`src/rtl/viterbi_traceback_unit_if.sv`:
```
// Handshake bundle between the ACS array, the traceback unit and the bit sink.
// Carries column decisions and frame control in, decoded bits and status out.
interface viterbi_traceback_unit_if #(
    parameter int unsigned K = 3
);
    localparam int unsigned NUM_ST = 1 << (K - 1);

    logic              en_td;
    logic [NUM_ST-1:0] i_dec;
    logic              i_last;
    logic              i_zero_term;
    logic [K-2:0]      i_tb_st;
    logic              o_bit;
    logic              o_valid;
    logic              o_first;
    logic              o_last;
    logic              o_busy;
    logic              o_drop;
    logic              o_ovf;

    modport master (
        output en_td, i_dec, i_last, i_zero_term, i_tb_st,
        input  o_bit, o_valid, o_first, o_last, o_busy, o_drop, o_ovf
    );

    modport slave (
        input  en_td, i_dec, i_last, i_zero_term, i_tb_st,
        output o_bit, o_valid, o_first, o_last, o_busy, o_drop, o_ovf
    );
endinterface

```
`src/rtl/viterbi_traceback_unit.sv`:
```
// Survivor memory and traceback for a radix-2 Viterbi decoder: stores one
// decision bit per state per column, traces back at frame end, emits bits in time order.
module viterbi_traceback_unit #(
    parameter int unsigned K     = 3,
    parameter int unsigned DEPTH = 64
) (
    input  logic                   clk,
    input  logic                   rst,
    viterbi_traceback_unit_if.slave bus
);
    localparam int unsigned NUM_ST = 1 << (K - 1);
    localparam int unsigned SW     = K - 1;
    localparam int unsigned AW     = $clog2(DEPTH);

    typedef enum logic [1:0] {WR, TRACE, OUT} state_t;

    state_t            state;
    state_t            state_nxt;
    logic [AW-1:0]     wptr;
    logic [AW-1:0]     last_ptr;
    logic [AW-1:0]     ptr;
    logic [SW-1:0]     cur;
    logic [DEPTH-1:0]  bitbuf;
    logic [NUM_ST-1:0] mem [DEPTH];

    logic o_bit, o_valid, o_first, o_last, o_busy, o_drop, o_ovf;

    logic wr_full;
    assign wr_full = (wptr == AW'(DEPTH - 1));

    // Next-state decode
    always_comb begin
        state_nxt = state;
        case (state)
            WR:      if (bus.en_td && (bus.i_last || wr_full)) state_nxt = TRACE;
            TRACE:   if (ptr == '0) state_nxt = OUT;
            OUT:     if (ptr == last_ptr) state_nxt = WR;
            default: state_nxt = WR;
        endcase
    end

    // Survivor store; contents are don't-care across reset
    always_ff @(posedge clk) begin
        if (state == WR && bus.en_td) mem[wptr] <= bus.i_dec;
    end

    // State register, traceback datapath and registered outputs
    always_ff @(posedge clk or negedge rst) begin
        if (!rst) begin
            state    <= WR;
            wptr     <= '0;
            last_ptr <= '0;
            ptr      <= '0;
            cur      <= '0;
            bitbuf   <= '0;
            o_bit    <= 1'b0;
            o_valid  <= 1'b0;
            o_first  <= 1'b0;
            o_last   <= 1'b0;
            o_busy   <= 1'b0;
            o_drop   <= 1'b0;
            o_ovf    <= 1'b0;
        end else begin
            state   <= state_nxt;
            o_busy  <= (state_nxt != WR);
            o_drop  <= bus.en_td && (state != WR);
            o_valid <= 1'b0;
            o_first <= 1'b0;
            o_last  <= 1'b0;
            case (state)
                WR: begin
                    if (bus.en_td) begin
                        wptr <= wptr + AW'(1);
                        if (wptr == '0) o_ovf <= 1'b0;
                        if (bus.i_last) begin
                            last_ptr <= wptr;
                            ptr      <= wptr;
                            cur      <= bus.i_zero_term ? '0 : bus.i_tb_st;
                        end else if (wr_full) begin
                            // Frame ran out of memory: close it and trace from the best state
                            last_ptr <= wptr;
                            ptr      <= wptr;
                            cur      <= bus.i_tb_st;
                            o_ovf    <= 1'b1;
                        end
                    end
                end
                TRACE: begin
                    bitbuf[ptr] <= cur[SW-1];
                    cur         <= {cur[SW-2:0], mem[ptr][cur]};
                    if (ptr != '0) ptr <= ptr - AW'(1);
                end
                OUT: begin
                    o_bit   <= bitbuf[ptr];
                    o_valid <= 1'b1;
                    o_first <= (ptr == '0);
                    o_last  <= (ptr == last_ptr);
                    if (ptr == last_ptr) wptr <= '0;
                    else                 ptr  <= ptr + AW'(1);
                end
                default: ;
            endcase
        end
    end

    assign bus.o_bit   = o_bit;
    assign bus.o_valid = o_valid;
    assign bus.o_first = o_first;
    assign bus.o_last  = o_last;
    assign bus.o_busy  = o_busy;
    assign bus.o_drop  = o_drop;
    assign bus.o_ovf   = o_ovf;
endmodule

```
`src/flat_wrapper.sv`:
```
// flat-port wrapper written by rule: the top's interface ports become plain ports
module viterbi_traceback_unit_flat 
#(
    parameter int unsigned K     = 3,
    parameter int unsigned DEPTH = 64
)
  (clk, rst, bus_en_td, bus_i_dec, bus_i_last, bus_i_zero_term, bus_i_tb_st, bus_o_bit, bus_o_valid, bus_o_first, bus_o_last, bus_o_busy, bus_o_drop, bus_o_ovf);
  viterbi_traceback_unit_if #(.K(K)) bus_i ();
  input  logic clk;
  input  logic rst;
  input wire logic [$bits(bus_i.en_td)-1:0] bus_en_td;
  input wire logic [$bits(bus_i.i_dec)-1:0] bus_i_dec;
  input wire logic [$bits(bus_i.i_last)-1:0] bus_i_last;
  input wire logic [$bits(bus_i.i_zero_term)-1:0] bus_i_zero_term;
  input wire logic [$bits(bus_i.i_tb_st)-1:0] bus_i_tb_st;
  output wire logic [$bits(bus_i.o_bit)-1:0] bus_o_bit;
  output wire logic [$bits(bus_i.o_valid)-1:0] bus_o_valid;
  output wire logic [$bits(bus_i.o_first)-1:0] bus_o_first;
  output wire logic [$bits(bus_i.o_last)-1:0] bus_o_last;
  output wire logic [$bits(bus_i.o_busy)-1:0] bus_o_busy;
  output wire logic [$bits(bus_i.o_drop)-1:0] bus_o_drop;
  output wire logic [$bits(bus_i.o_ovf)-1:0] bus_o_ovf;
  assign bus_i.en_td = bus_en_td;
  assign bus_i.i_dec = bus_i_dec;
  assign bus_i.i_last = bus_i_last;
  assign bus_i.i_zero_term = bus_i_zero_term;
  assign bus_i.i_tb_st = bus_i_tb_st;
  assign bus_o_bit = bus_i.o_bit;
  assign bus_o_valid = bus_i.o_valid;
  assign bus_o_first = bus_i.o_first;
  assign bus_o_last = bus_i.o_last;
  assign bus_o_busy = bus_i.o_busy;
  assign bus_o_drop = bus_i.o_drop;
  assign bus_o_ovf = bus_i.o_ovf;
  viterbi_traceback_unit #(.K(K), .DEPTH(DEPTH)) u_core (.clk(clk), .rst(rst), .bus(bus_i));
endmodule
```
`config.mk`:
```
export PLATFORM = sky130hd
export DESIGN_NAME = viterbi_traceback_unit_flat
export DESIGN_NICKNAME = d
export VERILOG_FILES = /design/src/rtl/viterbi_traceback_unit_if.sv /design/src/rtl/viterbi_traceback_unit.sv /design/src/flat_wrapper.sv
export SDC_FILE = /design/constraint.sdc
export NUM_CORES = 1
export LEC_CHECK = 0
export CAP_MARGIN = 20
export CORE_MARGIN = 2
export CORE_UTILIZATION = 40
export CTS_CLUSTER_DIAMETER = 60
export DETAILED_ROUTE_END_ITERATION = 8
export PLACE_DENSITY = 0.53
export SLEW_MARGIN = 10
export SYNTH_ARGS = -nofsm -noshare
export SYNTH_HDL_FRONTEND = slang
export SYNTH_SLANG_ARGS = --single-unit
```
`constraint.sdc`:
```
create_clock -name clk -period 3.9 [get_ports clk]
set_input_delay 0.78 -clock clk [delete_from_list [all_inputs] [get_ports clk]]
set_output_delay 0.78 -clock clk [all_outputs]
set_load 0.1 [all_outputs]
```
==> impl_results.md <==
* Hold Buf Count CTS at 0
* WL final at between 40000 and 50000 um
* Critical Path Slowest Stage Cell: dfrtp_4
* Die area at around 39000 um^2
* Post-CTS Resized at 0
* Most used flip-flop cell after synthesis: edfxtp_1
* Initial DRC Count at 1122
* Synth Cell Area at ~15000 um^2
* Reg clk slew, reported paths at ~0.060 ns
* Design Area, Final at 16900 um^2
* Max Cap Viol at 0
* Largest net degree at the start of global routing at 53
* Crit path kind: reg2reg
* Remaining DRCs at 0
* WP data arrival at 3.64 ns
* Gr ovfl total at 0
* CP Capture Type: flip-flop
* Fin cells at 1595
* Placed cell count at 1529
* Core area at roughly 37000 um^2
* Syn nets at 1114
* RSZ-0062 raised after global routing: no
* Reg-to-Reg End: u_core.cur[0]
* RR Startpoint: u_core.ptr[0]
* Busiest layer in global routing: met2
* Count of final hold-check violations at 0
* Max transition margin at 31.3%
* F_max at around 310 MHz
* Routed vias/inst at ~6
* Post-synth ARST share at between 20% and 30%
* CP max stage delay at roughly 0.67 ns
* Cell Rows at 70
* Synth unique cells at 73
* Slew Viols, Final at 0
* Number of synthesized flops with an enable pin at around 260
* Crit path cell chain: buf_12 > nor2b_1 > a221o_1 > a222oi_1 > o22ai_1 > nor4bb_1 > a2111oi_0 > a211o_1
* TritonCTS clock tree: yes
* 1st-pass router iterations at 5
* Grt met1 use at 32.6%
* Tot GR Track Use at 22.8%
* Post-DP HPWL at around 29000 um
* Post-CTS Setup Inserts at 0
* Pwr Total at around 0.012 W
* IO buf count at 17
* Post-Place Cell Area at 15600 um^2
* Antenna Cells at 0
* Peak supply drop at between 0.3 and 0.4 mV
* Chip Width at 198 um
* Startpoint Class: flip-flop
* Final #Nets at 1123
* Worst setup path endpoint: u_core.cur[0]
* First-pass GRT wire length at between 60000 and 70000 um
* Mean post-synth cell area at ~14 um^2
* Vias in the first global route at 9526
* Status: completed
* Die height at between 150 and 200 um
* Cells after Synth at 1092
* Crit path depth at 8
* Most frequent cell after synthesis: edfxtp_1
* Type of the worst min-delay path: in2async
* Pleak at 5.86 nW
* Initial Util at around two fifths
* R2R depth at 8
* Worst setup path start: u_core.ptr[0]
* Final min period at 3.23 ns
* Fill cells at 3325
* Dominant cells by area after synthesis: edfxtp_1 (51%), dfrtp_1 (16%), o31ai_1 (3.4%)
* Antenna violations before repair at 0
* Crit-path leading delay family: compound AO/OA/AOI/OAI gates
* Register area share after synthesis at ~67%
* IO Pins at 18
* CP Buf/Inv Count at 1
* Global Route met3 Usage at under 10%
* Worst-Margin Slew at between 1 and 1.5 ns
* R2R setup slack at between 0.6 and 0.7 ns
* Synthesis Warnings at 0
* Clock skew at ~0.014 ns
* Setup violators final at 0
* #FFs+latches synth at between 300 and 400
* Yosys top cell by area: edfxtp_1
* Synth-to-layout area growth at 12.7%
* Reg area at between 10000 and 15000 um^2
* Met2 Use GR at about 35%
* Clock root buffer: clkbuf_16
* Area occupied by multi-input gates at approximately 4500 um^2
* Max FO, Critical Path at 50
* Top-area cell type share of the netlist area at between 50% and 60%
* CTS sink cnt at 349
* P per Cell Area at between 700 and 800 nW/um^2
* Via count at between 9000 and 10000
* Routed wire length per instance at 27.4 um
* Max Root-Sink Buffers at 3
* CTS buffer count at 38
* H-tree levels at 2
* Clock latency on the worst-skew pair at about 0.53 ns
* Final ANT Viol Nets at 0
* Fin crit share at slightly above 80%
* CP required at between 4 and 5 ns
* Layout cells sized above 1 at between 10% and 20%
* Top cells by count, synth: edfxtp_1 (256), dfrtp_1 (93), nor2_1 (92)
* Routability Congestion at between 0.8 and 0.9
* Total negative setup slack at 0 ns
worst min-delay path by stage:
| stage | endpoint | slack [ns] | depth (start not counted) |
|---|---|---|---|
| 6_report | u_core.state[0] | 0.30 | 1 |
| 5_1_grt | u_core.last_ptr[3] | 0.33 | 1 |
| 4_1_cts | u_core.wptr[4] | 0.30 | 1 |
| 3_5_place_dp | u_core.bus.o_bit | 0.47 | 2 |
| 3_3_place_gp | u_core.bus.o_bit | 0.48 | 2 |
| 2_1_floorplan | u_core.bitbuf[13] | 0.47 | 2 |
per-stage QoR:
| stage | hold WS, ns | util, % | worst slack, ns |
|---|---|---|---|
| floorplan | 0.469 | - | 1.34 |
| global placement | 0.477 | 42.5 | 0.748 |
| detailed placement | 0.469 | 42.5 | 0.705 |
| CTS | 0.299 | 45.9 | 0.676 |
| global route | 0.334 | 45.9 | 0.405 |
| finish | 0.296 | 45.9 | 0.675 |
kinds of logic (layout without fill, tap and decap cells):
kind of cell	count (synthesis)	after routing	synth area share [%]
DFF	349	349	66.9
AOI/OAI and AO/OA	320	320	15.1
and+or+nand+nor	227	227	7.43
buffers and inverters	105	140	3.05
muxes	67	67	5.81
xor gates and xnor gates	13	13	0.760
adders and majority gates	11	11	0.969
worst register-to-register path, cell delays in order (launching register included):
cell	delay, ns
dfrtp_4	0.67
buf_12	0.33
nor2b_1	0.33
a221o_1	0.41
a222oi_1	0.45
o22ai_1	0.19
nor4bb_1	0.31
a2111oi_0	0.10
a211o_1	0.31
area by class of cell:
type | count | area share (%)
Multi-Input combinational cell | 638 | 26.7
Tap cell | 468 | 3.47
Sequential cell | 349 | 59.3
Timing Repair Buffer | 59 | 2.82
Clock inverter | 15 | 0.919
Inverter | 15 | 0.333
Clock buffer | 51 | 6.42
registers in the layout, indices dropped and copies added (netlist names), 2 cells and up:
register,cells
u_core.last_ptr,6
u_core.ptr,6
u_core.wptr,6
u_core.mem,256
u_core.cur,2
u_core.bitbuf,64
u_core.state,2
cell usage in the layout, fill, tap and decap left out, types with 10 or more instances in the layout:
cell,count
a21oi_1,14
o21ai_0,84
xnor2_1,10
mux4_2,13
nor2_1,92
mux2_2,30
a22oi_1,51
buf_4,42
ha_1,10
nand3_1,15
nand2_1,47
a22o_1,14
a221oi_1,22
dfrtp_1,90
clkbuf_16,41
mux2i_1,24
o31ai_1,67
edfxtp_1,256
inv_1,14
clkdlybuf4s50_1,12
power by group:
| part | internal (W) | total (W) | switching (W) | leakage [nW] |
|---|---|---|---|---|
| clock | 0.00215 | 0.00361 | 0.00146 | 0.604 |
| sequential | 0.00422 | 0.00461 | 0.000386 | 3.56 |
| combinational | 0.00135 | 0.00386 | 0.00251 | 1.69 |
| total | 0.00772 | 0.0121 | 0.00436 | 5.86 |
routing by layer:
layer,vias up,wire (um)
met4,0,1040
met1,4896,19400
met3,61,3120
met5,-,0
li1,4284,-
met2,349,20100
Power figures use the tool's default switching activity.
==> edit 1: new RTL, same settings <==
Reset style: synchronous (`rst`), changed in one clocked block.
--- a/src/rtl/viterbi_traceback_unit.sv
+++ b/src/rtl/viterbi_traceback_unit.sv
@@ -45,7 +45,7 @@
     end
 
     // State register, traceback datapath and registered outputs
-    always_ff @(posedge clk or negedge rst) begin
+    always_ff @(posedge clk) begin
         if (!rst) begin
             state    <= WR;
             wptr     <= '0;
Formal check against the unedited RTL: differs if rst is asserted again (counterexample within 4 cycles, from zero or initial values and one cycle with rst low); with rst held inactive, the same outputs for 10 cycles.
==> edit 1 against the unedited design <==
Design area is 2.2% higher; fmax increased by 11%; sequential cell count up 6; setup slack better by 0.33 ns; routed wire length decreased by 4.8%; final cell count is 9.1% higher; critical path depth rose by 3; count of clock-buffer cells in the layout is 4 higher; area after synthesis grew 2.5%.
Power is not compared: it rests on default switching activity, and its combinational part moved more than twofold at a synthesized area within 25%.
==> edit 1: results (changes against the unedited design) <==
metric,value,unit,change
outcome,"finished, final reports clean",,
Async SR Flop Fraction,0,%,-27 points
number of port buffers,17,,unchanged
worst ir drop on vdd,0.0003489,V,
wire per inst,23.89,um,-13%
Clock Path Buffers,3,,unchanged
register area share after synthesis,62.95,%,-3.9 points
via count,10050,,+4.8%
number of vias per cell,5.778,,-3.9%
first-pass GRT wire length,62.85,mm,-2.8%
Synth Warn #,0,,unchanged
Synth Flop Type,edfxtp_1,,
main area contributors after synthesis,"edfxtp_1, dfxtp_1, mux4_2",,
XOR/XNOR Fraction of Synth Area,0.7982,%,+0.038 points
arrival time at the worst endpoint,3.37,ns,-0.27 ns
post-DP HPWL,26.54,mm,-7.3%
Pleak,5.338,nW,
Ant. Diodes,0,,unchanged
Synth Area in Compound Gates,10.94,%,-4.2 points
synth cell count leaders,"edfxtp_1, nor2_1, dfxtp_1",,
Skew-Pair Late Insertion Delay,0.57,ns,+0.04 ns
total CTS buffers,39,,+2.6%
clock skew,0.03764,ns,+0.02351 ns
Cells after DPL,1668,,+9.1%
post-synth cell types,70,,-4.1%
setup repair bufs after CTS,0,,unchanged
drt initial violations,1025,,-8.6%
Slew @ Worst Pin,1.024,ns,-0.004878 ns
Pwr Density,512.2,nW/um^2,
CTS-repair resized insts,0,,unchanged
Worst Path Max Fanout,10,,-80%
DP Area,15950,sq um,+1.9%
RePlAce Congestion,0.8413,,-1.2%
GRT Util Overall,21.41,%,-1.4 points
fillcell total,3419,,+2.8%
layout cells sized above 1,13.10,%,-1.8 points
largest net degree at the start of global routing,69,,+30%
Adder-Cell Fraction of Synth Area,0.9449,%,-0.024 points
H-tree Lvls,2,,unchanged
pre-CTS setup slack,0.8661,ns,+0.1614 ns
number of synthesized flops with an enable pin,256,,unchanged
worst hold path class,reg -> reg,,
Syn Area/Cell,12.84,sq um,-6.4%
mux share of post-synthesis cell area,10.88,%,+5.1 points
number of global-route vias before repair,9916,,+4.1%
-- edit 1: cell types whose count changed in the layout (fill, tap and decap cells not counted), moves of 44 or more --
cell and change:
o31ai_1 -64, dfrtp_1 -90, a22oi_1 -44, nand3_1 +62, a21oi_1 +82, dfxtp_1 +96
-- edit 1: cell families after synthesis --
logic type | after synthesis
xor gates and xnor gates | 14
muxes | 114
and+or+nand+nor | 323
buffers and inverters | 103
adders and majority gates | 11
DFF | 355
AOI/OAI and AO/OA | 276
-- edit 1: final timing paths --
check | start | end | slack [ns] | cells after the start
max | u_core.state[0] | flip-flop | 1.0 | 11
max reg2reg | u_core.state[0] | flip-flop | 1.0 | 11
min reg2reg | u_core.last_ptr[2] | u_core.last_ptr[2] | 0.47 | 2
min | u_core.last_ptr[2] | u_core.last_ptr[2] | 0.47 | 2
-- edit 1: cell type report --
type                       instances  area (sq um)  share of cell area (%)
inverter                          14         52.55                  0.3044
sequential                       355          9676                   56.04
clock buffer                      55          1107                   6.414
timing repair buffer              50         422.9                   2.450
multi-input combinational        738          5156                   29.87
clock inverter                    17         210.2                   1.218
tap                              511         639.4                   3.703
-- edit 1: per-layer routing --
layer / part of all wire [%] / track usage (%)
met5: 0 / 0
met4: 2.8 / 6.639
met3: 6.8 / 4.435
met2: 45 / 31.78
met1: 46 / 31.56
-- edit 1: power by group --
group / internal (mW) / total, mW / switching [mW]
logic: 0.323 / 0.904 / 0.581
clock network: 2.26 / 3.77 / 1.51
registers: 4.07 / 4.17 / 0.0935
-- edit 1: critical path, cell delays in order (launching register included) --
cell,delay [ns]
dfxtp_1,0.32
inv_1,0.10
ha_1,0.42
inv_1,0.28
ha_1,0.36
a21o_1,0.18
a21oi_1,0.22
o21bai_1,0.09
a21oi_1,0.18
xnor2_1,0.16
mux2_2,0.36
a31oi_1,0.15
==> edit 2: new RTL, same flow settings <==
Without the edit above. `DEPTH` is set to 64 in 2 places; all go to 128.
--- a/src/rtl/viterbi_traceback_unit.sv
+++ b/src/rtl/viterbi_traceback_unit.sv
@@ -2,7 +2,7 @@
 // decision bit per state per column, traces back at frame end, emits bits in time order.
 module viterbi_traceback_unit #(
     parameter int unsigned K     = 3,
-    parameter int unsigned DEPTH = 64
+    parameter int unsigned DEPTH = 128
 ) (
     input  logic                   clk,
     input  logic                   rst,
--- a/src/flat_wrapper.sv
+++ b/src/flat_wrapper.sv
@@ -2,7 +2,7 @@
 module viterbi_traceback_unit_flat 
 #(
     parameter int unsigned K     = 3,
-    parameter int unsigned DEPTH = 64
+    parameter int unsigned DEPTH = 128
 )
   (clk, rst, bus_en_td, bus_i_dec, bus_i_last, bus_i_zero_term, bus_i_tb_st, bus_o_bit, bus_o_valid, bus_o_first, bus_o_last, bus_o_busy, bus_o_drop, bus_o_ovf);
   viterbi_traceback_unit_if #(.K(K)) bus_i ();
Check against the original RTL: same outputs for any inputs over 4 cycles, from zero or initial values and one cycle with rst low; that may be too few to reach the edited logic, so the function may still have changed.
==> edit 2 against the unedited design <==
Setup slack worse by 0.081 ns; critical endpoint unchanged; sequential cell count is 323 higher; combinational power shrank 96%; critical path depth increased by 2; routed wire length rose by 100%; power is 24% higher; largest power group unchanged; highest routed layer unchanged; sequential power increased by 67%; via count up 93%; largest cell class unchanged; area after synthesis is 92% higher; design area is 94% higher.
==> edit 2: results (changes against the unedited design) <==
metric,value,unit,change
outcome,"finished, final reports clean",,
post-synthesis net count,2046,,+84%
met3 Use GR,4.152,%,-0.099 points
post-route met1 wirelength,37.84,mm,+95%
clock skew,0.02955,ns,+0.01543 ns
Comb pwr share,1.0,%,-31 points
H-tree Lvls,3,,+1
post-DP HPWL,57.16,mm,+100%
worst ir drop on vdd,0.0003042,V,-4.7%
Async SR Flop Fraction,23.81,%,-2.8 points
count of non-CTS buffers in the layout,132,,+120%
routed wl met2,42.19,mm,+110%
Pleak,11.39,nW,+94%
#MultiIn Comb,1190,,+87%
register area share after synthesis,67.44,%,+0.59 points
RePlAce Congestion,0.8345,,-2.0%
main area contributors after synthesis,"edfxtp_1, dfrtp_1, mux2_2",,
multi-input gate share of the layout cell area,26.08,%,-0.62 points
CP max stage delay,0.77,ns,+0.10 ns
layout cells sized above 1,20.85,%,+5.9 points
wire per inst,28.82,um,+5.2%
fillcell total,6339,,+91%
Synth Area in Compound Gates,9.383,%,-5.8 points
synth cell count leaders,"edfxtp_1, nor2_1, mux2_2",,
Adder-Cell Fraction of Synth Area,0.5486,%,-0.42 points
Slew @ Worst Pin,0.9798,ns,-0.04928 ns
Skew-Pair Late Insertion Delay,0.63,ns,+0.10 ns
clk cell area share,7.438,%,+0.10 points
==> edit 2: worst paths after layout <==
check	start	to	slack (ns)	cells after the start
max reg2reg	u_core.ptr[1]	u_core.cur[0]	0.59	10
max in group asynchronous	rst	u_core.bitbuf[109]	2.74	2
min	rst	u_core.bitbuf[95]	0.24	1
min reg2reg	u_core.bitbuf[98]	u_core.bitbuf[98]	0.51	1
min in group clk	u_core.bitbuf[98]	u_core.bitbuf[98]	0.51	1
max	u_core.ptr[1]	u_core.cur[0]	0.59	10
==> edit 2: per-stage QoR <==
step	worst slack (ns)	instances	cell area (sq um)	util (%)
floorplan	1.430	2023	28740	-
global route	0.4861	3094	32780	45.94
detailed placement	0.5841	2960	30340	42.52
finish	0.5931	3095	32790	45.94
CTS	0.5814	3094	32780	45.94
global placement	0.6001	2960	30340	42.52
